### config.mk
export PLATFORM = sky130hd
export DESIGN_NAME = sequential_subtractor
export DESIGN_NICKNAME = d
export VERILOG_FILES = /design/src/rtl/sequential_subtractor_pkg.sv /design/src/rtl/sequential_subtractor_adder.sv /design/src/rtl/sequential_subtractor.sv
export SDC_FILE = /design/constraint.sdc
export NUM_CORES = 1
export LEC_CHECK = 0
export BUFFER_PORTS_ARGS = -buffer_cell sky130_fd_sc_hd__buf_2
export CORE_ASPECT_RATIO = 1.1
export CORE_UTILIZATION = 55
export DETAILED_ROUTE_END_ITERATION = 8
export GPL_TIMING_DRIVEN = 0
export PLACE_DENSITY = 0.75
export SYNTH_ARGS = -nofsm -noshare
export SYNTH_HDL_FRONTEND = slang
export SYNTH_SLANG_ARGS = --single-unit
export TNS_END_PERCENT = 100
### constraint.sdc
create_clock -name clk -period 3.3 [get_ports clk]
set_clock_uncertainty 0.2 [all_clocks]
set_input_delay 0.495 -clock clk [delete_from_list [all_inputs] [get_ports clk]]
set_output_delay 0.495 -clock clk [all_outputs]
set_load 0.02 [all_outputs]
### src/rtl/sequential_subtractor_pkg.sv
// Shared definitions for the sequential arithmetic blocks: FSM state
// encoding and the helper that derives how many blocks an operand holds.
package sequential_subtractor_pkg;

  typedef enum logic [1:0] {
    ST_IDLE = 2'd0,
    ST_RUN  = 2'd1,
    ST_DONE = 2'd2
  } sub_state_t;

  function automatic int stages_count(input int data_width, input int block_size);
    return data_width / block_size;
  endfunction

endpackage

### src/rtl/sequential_subtractor_adder.sv
// Block-wide adder used by the sequential arithmetic blocks. The overflow
// output compares the carry into the MSB with the carry out of the MSB.
module ripple_carry_adder #(
  parameter int DATA_WIDTH     = 4,
  parameter int OVERFLOW_LOGIC = 1
) (
  input  logic [DATA_WIDTH-1:0] a,
  input  logic [DATA_WIDTH-1:0] b,
  input  logic                  cin,
  output logic [DATA_WIDTH-1:0] sum,
  output logic                  cout,
  output logic                  overflow
);

  // Whole-block sum with its carry-out.
  assign {cout, sum} = {1'b0, a} + {1'b0, b} + {{DATA_WIDTH{1'b0}}, cin};

  generate
    if (OVERFLOW_LOGIC != 0) begin : g_ovf
      logic carry_into_msb;
      // The carry into the MSB is recovered from the MSB sum bit.
      assign carry_into_msb = a[DATA_WIDTH-1] ^ b[DATA_WIDTH-1] ^ sum[DATA_WIDTH-1];
      assign overflow       = carry_into_msb ^ cout;
    end else begin : g_no_ovf
      assign overflow = 1'b0;
    end
  endgenerate

endmodule

### src/rtl/sequential_subtractor.sv
// Multi-cycle subtractor: computes A - B as A + ~B + 1, one BLOCK_SIZE
// slice per clock, and publishes S, CF and OF when the last slice is done.
module sequential_subtractor
  import sequential_subtractor_pkg::*;
#(
  parameter int DATA_WIDTH = 16,
  parameter int BLOCK_SIZE = 4
) (
  input  logic                  clk,
  input  logic                  rst,
  input  logic                  start,
  input  logic [DATA_WIDTH-1:0] A,
  input  logic [DATA_WIDTH-1:0] B,
  output logic                  busy,
  output logic                  done,
  output logic [DATA_WIDTH-1:0] S,
  output logic                  CF,
  output logic                  OF
);

  localparam int STAGES_COUNT = stages_count(DATA_WIDTH, BLOCK_SIZE);
  localparam int CNT_W        = (STAGES_COUNT > 1) ? $clog2(STAGES_COUNT) : 1;
  localparam logic [CNT_W-1:0] LAST_BLK = CNT_W'(STAGES_COUNT - 1);

  sub_state_t state, next_state;

  logic [DATA_WIDTH-1:0] a_reg;
  logic [DATA_WIDTH-1:0] nb_reg;
  logic [DATA_WIDTH-1:0] result_reg;
  logic [DATA_WIDTH-1:0] result_next;
  logic                  carry_reg;
  logic [CNT_W-1:0]      blk_cnt;
  logic                  accept;
  logic                  last_blk;

  logic [BLOCK_SIZE-1:0] blk_a;
  logic [BLOCK_SIZE-1:0] blk_b;
  logic [BLOCK_SIZE-1:0] blk_sum;
  logic                  blk_cout;
  logic                  blk_ovf;

  assign blk_a = a_reg[blk_cnt*BLOCK_SIZE +: BLOCK_SIZE];
  assign blk_b = nb_reg[blk_cnt*BLOCK_SIZE +: BLOCK_SIZE];

  ripple_carry_adder #(
    .DATA_WIDTH    (BLOCK_SIZE),
    .OVERFLOW_LOGIC(1)
  ) u_block_adder (
    .a       (blk_a),
    .b       (blk_b),
    .cin     (carry_reg),
    .sum     (blk_sum),
    .cout    (blk_cout),
    .overflow(blk_ovf)
  );

  // State register.
  always_ff @(posedge clk) begin
    if (rst) state <= ST_IDLE;
    else     state <= next_state;
  end

  // Next-state decode plus the busy/done flags and start acceptance.
  always_comb begin
    next_state = state;
    busy       = 1'b0;
    done       = 1'b0;
    accept     = 1'b0;
    last_blk   = (blk_cnt == LAST_BLK);
    case (state)
      ST_IDLE: begin
        if (start) begin
          accept     = 1'b1;
          next_state = ST_RUN;
        end
      end
      ST_RUN: begin
        busy = 1'b1;
        if (last_blk) next_state = ST_DONE;
      end
      ST_DONE: begin
        done = 1'b1;
        if (start) begin
          accept     = 1'b1;
          next_state = ST_RUN;
        end else begin
          next_state = ST_IDLE;
        end
      end
      default: next_state = ST_IDLE;
    endcase
  end

  // Partial result with the current block's sum merged into its slot.
  always_comb begin
    result_next = result_reg;
    result_next[blk_cnt*BLOCK_SIZE +: BLOCK_SIZE] = blk_sum;
  end

  // Operand capture, per-block accumulation and result publication.
  always_ff @(posedge clk) begin
    if (rst) begin
      a_reg      <= '0;
      nb_reg     <= '0;
      result_reg <= '0;
      carry_reg  <= 1'b0;
      blk_cnt    <= '0;
      S          <= '0;
      CF         <= 1'b0;
      OF         <= 1'b0;
    end else if (accept) begin
      a_reg     <= A;
      nb_reg    <= ~B;
      carry_reg <= 1'b1;
      blk_cnt   <= '0;
    end else if (busy) begin
      result_reg <= result_next;
      carry_reg  <= blk_cout;
      blk_cnt    <= blk_cnt + 1'b1;
      if (last_blk) begin
        S  <= result_next;
        CF <= ~blk_cout;
        OF <= blk_ovf;
      end
    end
  end

endmodule

* Word level (Yosys, flattened, before mapping)
Cells that the tools add are included.
** Word-level totals
- Bits in registers :: 71
- Output and inout port bits :: 20
- Word-level logic and storage cells :: 46
** Operators by class
- Bitwise logic cells :: 6
- Reductions and logical operators :: 7
- Muxes and demuxes :: 11
- Add/sub/neg operators :: 4
- Equal/unequal tests :: 5
- Shift-type cells :: 4
** Operator list (count)
- 4-bit negation with 34-bit output :: 1
- 4-bit by 34-bit variable shift with 16-bit output, first input constant :: 1
- 4-bit by 34-bit indexed part select with 16-bit output :: 1
- 16-bit by 5-bit indexed part select with 4-bit output :: 2
- 16-bit bitwise mux :: 1
- 16-bit NOT :: 1
- 1-bit two-way mux :: 7
- 2-bit case mux with 3 select lines :: 1
- 4-bit by 4-bit adder with 5-bit output :: 1
- 5-bit by 1-bit adder with 5-bit output :: 1
- 2-bit == test, second input constant :: 2
- 2-bit two-way mux :: 2
- 2-bit inequality test, second input constant :: 2
- 2-bit AND reduction :: 2
- 2-bit OR reduction :: 2
- 3-bit AND reduction :: 1
- 1-bit bitwise XOR :: 3
- 2-bit by 1-bit adder with 2-bit output, second input constant :: 1
- 2-bit by 1-bit == test with 1-bit output, second input constant :: 1
- 2-bit zero test :: 1
- 1-bit NOT :: 2
- 2-bit nonzero test :: 1

* Depth between registers and ports, before layout
Gate-level depths: netlist of the first run.
- Word-level depth :: 5
- Depth in mapped cells :: 8
- Depth with buffers taken out :: 7

* Modules after synthesis
A second synthesis of the first run with hierarchy kept.
** Unflattened totals
- Cells, all modules :: 320
- Area total of the unflattened synthesis :: 2940.3 µm²
** Modules (own cells, without submodules)
- sequential_subtractor :: times used 1, cells each 302, seq. area each 1341.3 µm², area an instance 2782.7 µm²
- ripple_carry_adder :: times used 1, cells each 18, seq. area each 0.0 µm², area an instance 157.7 µm²

* Least setup slack after synthesis of the first run
Ideal clock, no wire load.
- Path kind :: flip-flop to flip-flop
- Start point :: register blk_cnt[0]
- End point :: register result_reg[5]
- Arrival :: 2.794 ns
- Buffers on the path :: 1
- Required time :: 3.014 ns
- Stages on the path, launching flop included :: 9
- Setup slack :: 0.220 ns
- Cells stage by stage :: dfxtp_1 buf_4 mux4_2 fa_1 fa_1 nor2b_1 and4_1 a21oi_1 a211oi_1
** On the way
- Cells in the longest elaborated chain, start to end :: 5
** Ends and longest elaborated chain
- start: declaration :: line sequential_subtractor.sv:32 : logic [CNT_W-1:0] blk_cnt;
- start signal: assignment :: line sequential_subtractor.sv:119 : blk_cnt <= blk_cnt + 1'b1;
- 16-bit by 5-bit indexed part select with 4-bit output, on equally long branches :: line sequential_subtractor.sv:42, sequential_subtractor.sv:43
- 4-bit by 4-bit adder with 5-bit output :: line sequential_subtractor_adder.sv:16 : assign {cout, sum} = {1'b0, a} + {1'b0, b} + {{DATA_WIDTH{1'b0}}, cin};
- 5-bit by 1-bit adder with 5-bit output :: line sequential_subtractor_adder.sv:16
- 4-bit by 34-bit indexed part select with 16-bit output :: line sequential_subtractor.sv:97 : result_next[blk_cnt*BLOCK_SIZE +: BLOCK_SIZE] = blk_sum;
- 16-bit bitwise mux (*) :: line sequential_subtractor.sv:97
- end signal: assignment :: line sequential_subtractor.sv:117 : result_reg <= result_next;
- end: declaration :: line sequential_subtractor.sv:29 : logic [DATA_WIDTH-1:0] result_reg;
Mark *: on every way between the ends. The rest lies on a longest branch, timed or not.
A chain may end at the register's enable or synchronous reset.

* Worst setup path in the final report of the first run
- Start point :: register blk_cnt[0]
- End point :: register OF
** On the way
- Cells in the longest elaborated chain, start to end :: 5
** Ends and longest elaborated chain
- 16-bit by 5-bit indexed part select with 4-bit output, on equally long branches :: line sequential_subtractor.sv:42, sequential_subtractor.sv:43
- 4-bit by 4-bit adder with 5-bit output :: line sequential_subtractor_adder.sv:16
- 5-bit by 1-bit adder with 5-bit output :: line sequential_subtractor_adder.sv:16
- 1-bit bitwise XOR :: line sequential_subtractor_adder.sv:22 : assign carry_into_msb = a[DATA_WIDTH-1] ^ b[DATA_WIDTH-1] ^ sum[DATA_WIDTH-1];
- 1-bit bitwise XOR :: line sequential_subtractor_adder.sv:23 : assign overflow = carry_into_msb ^ cout;
- end signal: assignment :: line sequential_subtractor.sv:123 : OF <= blk_ovf;
- end: declaration :: line sequential_subtractor.sv:18 : output logic OF
Parallel ways exist; a longest one is shown, timed or not.

==> out/metrics.csv, run 1 <==
metric,value,unit
cp_max_fo,10,
pre_cts_ws,-0.146,ns
wire_per_inst,15.0,µm
cp_slowest_stage_delay,0.54,ns
timing.final.crit_period,3.16,ns
finalSetupViolCount,0,
via_count,2694,
grt_max_degree,12,
ys_seq_area_frac,0.455,
ir_drop,0.328,mV
cp.depth,8,
hold_viol,0,
vias_per_cell,5.60,
p_seq_frac,0.477,
rsz0062_at_grt,no,
max-slew-margin-rel,0.602,
maxCapViolCount,0,
clockPowerShare,0.391,
grt_use_total,0.264,
cts-root-buf,clkbuf_8,
ant_nets,0,
fin_nets,448,
leakage,1.52,nW
drt_pass1_iterations,5,
drive_gt1_frac,0.241,
path_clk_slew,0.07,ns
numCtsBuffers,9,
dieArea,5980,µm²
crit_buf_inv,1,
max_clock_freq,0.317,GHz
clockBufferDepth,2,
cts_hold_buffers,0,
routed_wl,7.22,mm
finalPower,1.93,mW
powerDensity,520,nW/µm²
cts_tree,built,
ios,55,
syn-num-nets,384,
grt_first_pass_wirelength,11.7,mm
path_cells,"buf_8, mux4_2, fa_1, fa_1, a21o_1, a21oi_1, xnor2_1, a211oi_1",
post-route-period-util,0.957,
netlist_area,3120,µm²
tightest_slew,0.597,ns
worstRegToRegCells,8,
drc,0,
die_x,73.8,µm
dp_hpwl,5.08,mm
drv_slew,0,
required,3.36,ns
timing.final.ws_setup,0.143,ns
antenna_found_initial,0,
area_growth,19.2,%
core_area,5430,µm²
holdPathStages,2,
placed_cell_area,3480,µm²
p_sw_frac,0.254,
die_y,81.0,µm
grt_pass1_vias,2446,
n_antenna_cell,0,
synth_cell_type_count,36,
syn_inst,338,
dp_cells,466,
postSynthAreaPerCell,9.24,µm²
status,"complete, no violations",
worstSetupPathType,reg2reg,
crit_slowest_cell,mux4_2,
p_comb_frac,0.133,
power.internal,1.44,mW
fin_area,3720,µm²
htreeDepth,3,
rows,28,
num-fill-cells,448,
p_switching,492,µW
clock_sinks,71,
crit_family,adder cells,
min_path_type,in2reg,
yosysWarningCount,0,
drt_iter0_markers,175,
cp.arrival,3.22,ns
synth_seq_cells,71,
cp-start-kind,flop,
globalRouteOverflowTotal,0,
place_congestion,0.805,
port_buffers,53,
critical_path.most_common_cell,fa_1,
start_util,0.575,
clk_latency,0.34,ns
cts_post_setup_buffers_inserted,0,
final_cells,481,
crit_path_end_kind,flop,
tns,0,ns
## metal layers
metal	wire [µm]	GRT usage
met3	293	0.0447
met1	3210	0.321
met4	111	0.108
met2	3600	0.461
met5	0	0
## power by group through the flow
stage	logic [mW]	registers (mW)	clock network [mW]
floorplan	0.178	0.935	0
global placement	0.246	0.940	0
detailed placement	0.251	0.941	0
CTS	0.253	0.922	0.762
global route	0.283	0.927	0.799
finish	0.257	0.922	0.756
## metrics by stage
step	hold slack, ns	utilization
floorplan	0.233	-
global placement	0.238	0.641
detailed placement	0.246	0.641
CTS	0.118	0.682
global route	0.117	0.685
finish	0.125	0.685
## synth_stat cells (all sizes together)
master   n  area (µm²)
mux4     8         180
xor2     2        25.0
nand3b   8        60.1
a31oi    2        12.5
nor3    11        60.1
buf     10        57.6
a32oi    2        17.5
nand2   41         154
a22oi    4        30.0
nor2    44         165
dfxtp   71        1420
o21bai   4        30.0
a21o     2        15.0
and3     2        12.5
nor4     1        12.5
fa       2        40.0
a211oi  38         290
a221oi   6        52.6
o21ai    4        20.0
a21oi   29         149
xnor2    2        17.5
nor2b    7        43.8
nand2b   2        12.5
and2     2        12.5
ha       9         113
clkbuf  15        56.3
and2b    1        10.0
inv      6        22.5
and4     2        17.5
nor3b    1        12.5
## layout make-up
class,instances,area (µm²),area share
Clock buffer,11,141,0.0380
Sequential cell,71,1430,0.383
Multi-Input combinational cell,236,1580,0.425
Clock inverter,4,70.1,0.0188
Buffer,25,123,0.0330
Tap cell,75,93.8,0.0252
Timing Repair Buffer,53,265,0.0713
Inverter,6,22.5,0.00605
## logic make-up (layout without fill, tap and decap cells)
logic type / count (synthesis) / count (layout) / share of synthesized area
AND/OR/NAND/NOR: 122 / 122 / 0.183
AO/OA/AOI/OAI: 91 / 91 / 0.198
flip-flops: 71 / 71 / 0.455
buffers and inverters: 31 / 99 / 0.0437
adder cells (fa/ha/maj): 11 / 11 / 0.0489
multiplexers: 8 / 8 / 0.0577
XOR/XNOR: 4 / 4 / 0.0136
## placed cells by master (no fill, tap or decap), types with 4 or more instances in the layout
cell type and instances:
o21bai_1 4, a221oi_1 6, nor2_1 44, a211oi_1 36, nand3b_1 8, nor3_1 10, clkbuf_1 15, nor2b_1 6
a21oi_1 28, o21ai_0 4, a22oi_1 4, clkbuf_8 10, mux4_2 8, nand2_1 41, buf_2 60, ha_1 9
dfxtp_1 70, inv_1 5
## worst paths after layout
kind | end | slack, ns | start
min reg2reg | a_reg[10] | 0.25 | a_reg[10]
min | nb_reg[10] | 0.13 | B[10]
max | OF | 0.14 | blk_cnt[0]
max reg2reg | OF | 0.14 | blk_cnt[0]
## what timing repair did
action | in CTS | in global routing
endpoints found under the setup margin | 13 | 9
pin swaps | 0 | 0
gates resized for setup | 4 | 4
(Power assumes the default switching activity.)
==> inputs of run 2 (changes only) <==
--- a/config.mk
+++ b/config.mk
@@ -11,6 +11,7 @@
 export DETAILED_ROUTE_END_ITERATION = 8
 export GPL_TIMING_DRIVEN = 0
 export PLACE_DENSITY = 0.75
+export REMOVE_ABC_BUFFERS = 1
 export SYNTH_ARGS = -nofsm -noshare
 export SYNTH_HDL_FRONTEND = slang
 export SYNTH_SLANG_ARGS = --single-unit
==> out/metrics.csv, run 2 (synthesis results as in run 1) <==
metric,value,unit
crit_buf_inv,0,
final_cells,464,
clockBufferDepth,2,
tightest_slew,1.26,ns
hold_viol,0,
maxCapViolCount,0,
wire_per_inst,13.6,µm
crit_slowest_cell,mux4_2,
seqCellArea,1430,µm²
clk_latency,0.35,ns
finalPower,1.92,mW
port_buffers,54,
core_area,5430,µm²
min_path_type,in2reg,
num-fill-cells,458,
cp_slowest_stage_delay,0.54,ns
cp.arrival,3.15,ns
via_count,2521,
required,3.37,ns
numCtsBuffers,9,
grt.met3_usage,0.0434,
drive_gt1_frac,0.242,
max-slew-margin-rel,0.158,
grt_pass1_vias,2353,
drt_pass1_iterations,5,
post-route-period-util,0.932,
vias_per_cell,5.43,
placed_cell_area,3380,µm²
mostFrequentLayoutCells,"dfxtp_1 (69), buf_2 (54), nor2_1 (44), nand2_1 (41), a211oi_1 (37)",
status,"complete, no violations",
worstRegToRegCells,7,
cts-root-buf,clkbuf_8,
dieArea,5980,µm²
cp_max_fo,10,
ant_nets,0,
place_congestion,0.752,
crit_path_end_kind,flop,
max_clock_freq,0.325,GHz
timing.final.crit_period,3.08,ns
min_from,B[10],
worstSetupPathType,reg2reg,
start_util,0.575,
clock_sinks,71,
area_growth,16.7,%
die_y,81.0,µm
critical_path.most_common_cell,fa_1,
multi_input_area,1570,µm²
ios,55,
antenna_found_initial,0,
rsz0062_at_grt,no,
reg2reg_from,blk_cnt[0],
grt_use_total,0.229,
gr-usage-met1,0.268,
gr-usage-met2,0.396,
dp_cells,442,
leakage,1.49,nW
routed_wl,6.31,mm
powerDensity,526,nW/µm²
finalSetupViolCount,0,
grt_first_pass_wirelength,10.4,mm
r2r_end,result_reg[14],
cts_tree,built,
crit_family,adder cells,
n_antenna_cell,0,
ir_drop,0.352,mV
grt_max_degree,76,
drt_iter0_markers,155,
holdPathStages,2,
fin_area,3640,µm²
die_x,73.8,µm
htreeDepth,3,
hold_end,nb_reg[10],
rows,28,
dp_hpwl,3.91,mm
drv_slew,0,
fin_nets,430,
busiest_layer,met2,
drc,0,
path_clk_slew,0.08,ns
final_common_cell,dfxtp_1,
globalRouteOverflowTotal,0,
cp-start-kind,flop,
tns,0,ns
startpoint,blk_cnt[0],
path_cells,"mux4_2, fa_1, fa_1, xor2_1, and2_1, a22oi_1, nor2_1",
ff2ff_setup_slack,0.22,ns
-- run 2: repair_timing --
action,CTS,global route
endpoints found under the hold margin,0,0
hold buffers,0,0
endpoints found under the setup margin,26,5
resized for setup,2,1
setup buffers,0,6
-- run 2: where the power goes --
group          internal [mW]  switching (mW)  total (mW)
clock                  0.423           0.330       0.753
combinational          0.100           0.139       0.239
sequential             0.899          0.0249       0.923
total                   1.42           0.494        1.92
-- run 2: worst reg2reg max path: stages, from the launching register on --
cell and delay [ns]:
dfxtp_4 0.44, mux4_2 0.54, fa_1 0.44, fa_1 0.43, xor2_1 0.45, and2_1 0.29, a22oi_1 0.12, nor2_1 0.10
-- run 2: cell type report --
class                      instances  area share
multi-input combinational        236       0.432
clock inverter                     6      0.0234
sequential                        71       0.391
inverter                           6     0.00618
clock buffer                      10      0.0350
tap                               75      0.0258
timing repair buffer              60      0.0865
-- run 2: worst max path at each step --
stage	endpoint	cells after the start
after floorplan	result_reg[5]	7
after global placement	result_reg[14]	7
after detailed placement	result_reg[14]	7
after CTS	result_reg[14]	7
after global routing	result_reg[5]	7
final	result_reg[14]	7
-- run 2: metal layers --
metal,wire (µm),share of wire
met5,0,0
met4,136,0.022
met3,211,0.033
met2,3080,0.49
met1,2890,0.46
-- run 2: through the flow --
stage,utilization,hold slack (ns),worst slack (ns)
final,0.671,0.111,0.223
after global routing,0.671,0.109,0.0953
after CTS,0.662,0.103,0.0919
after detailed placement,0.623,0.247,-0.374
after global placement,0.621,0.239,-0.328
after floorplan,-,0.227,0.0821
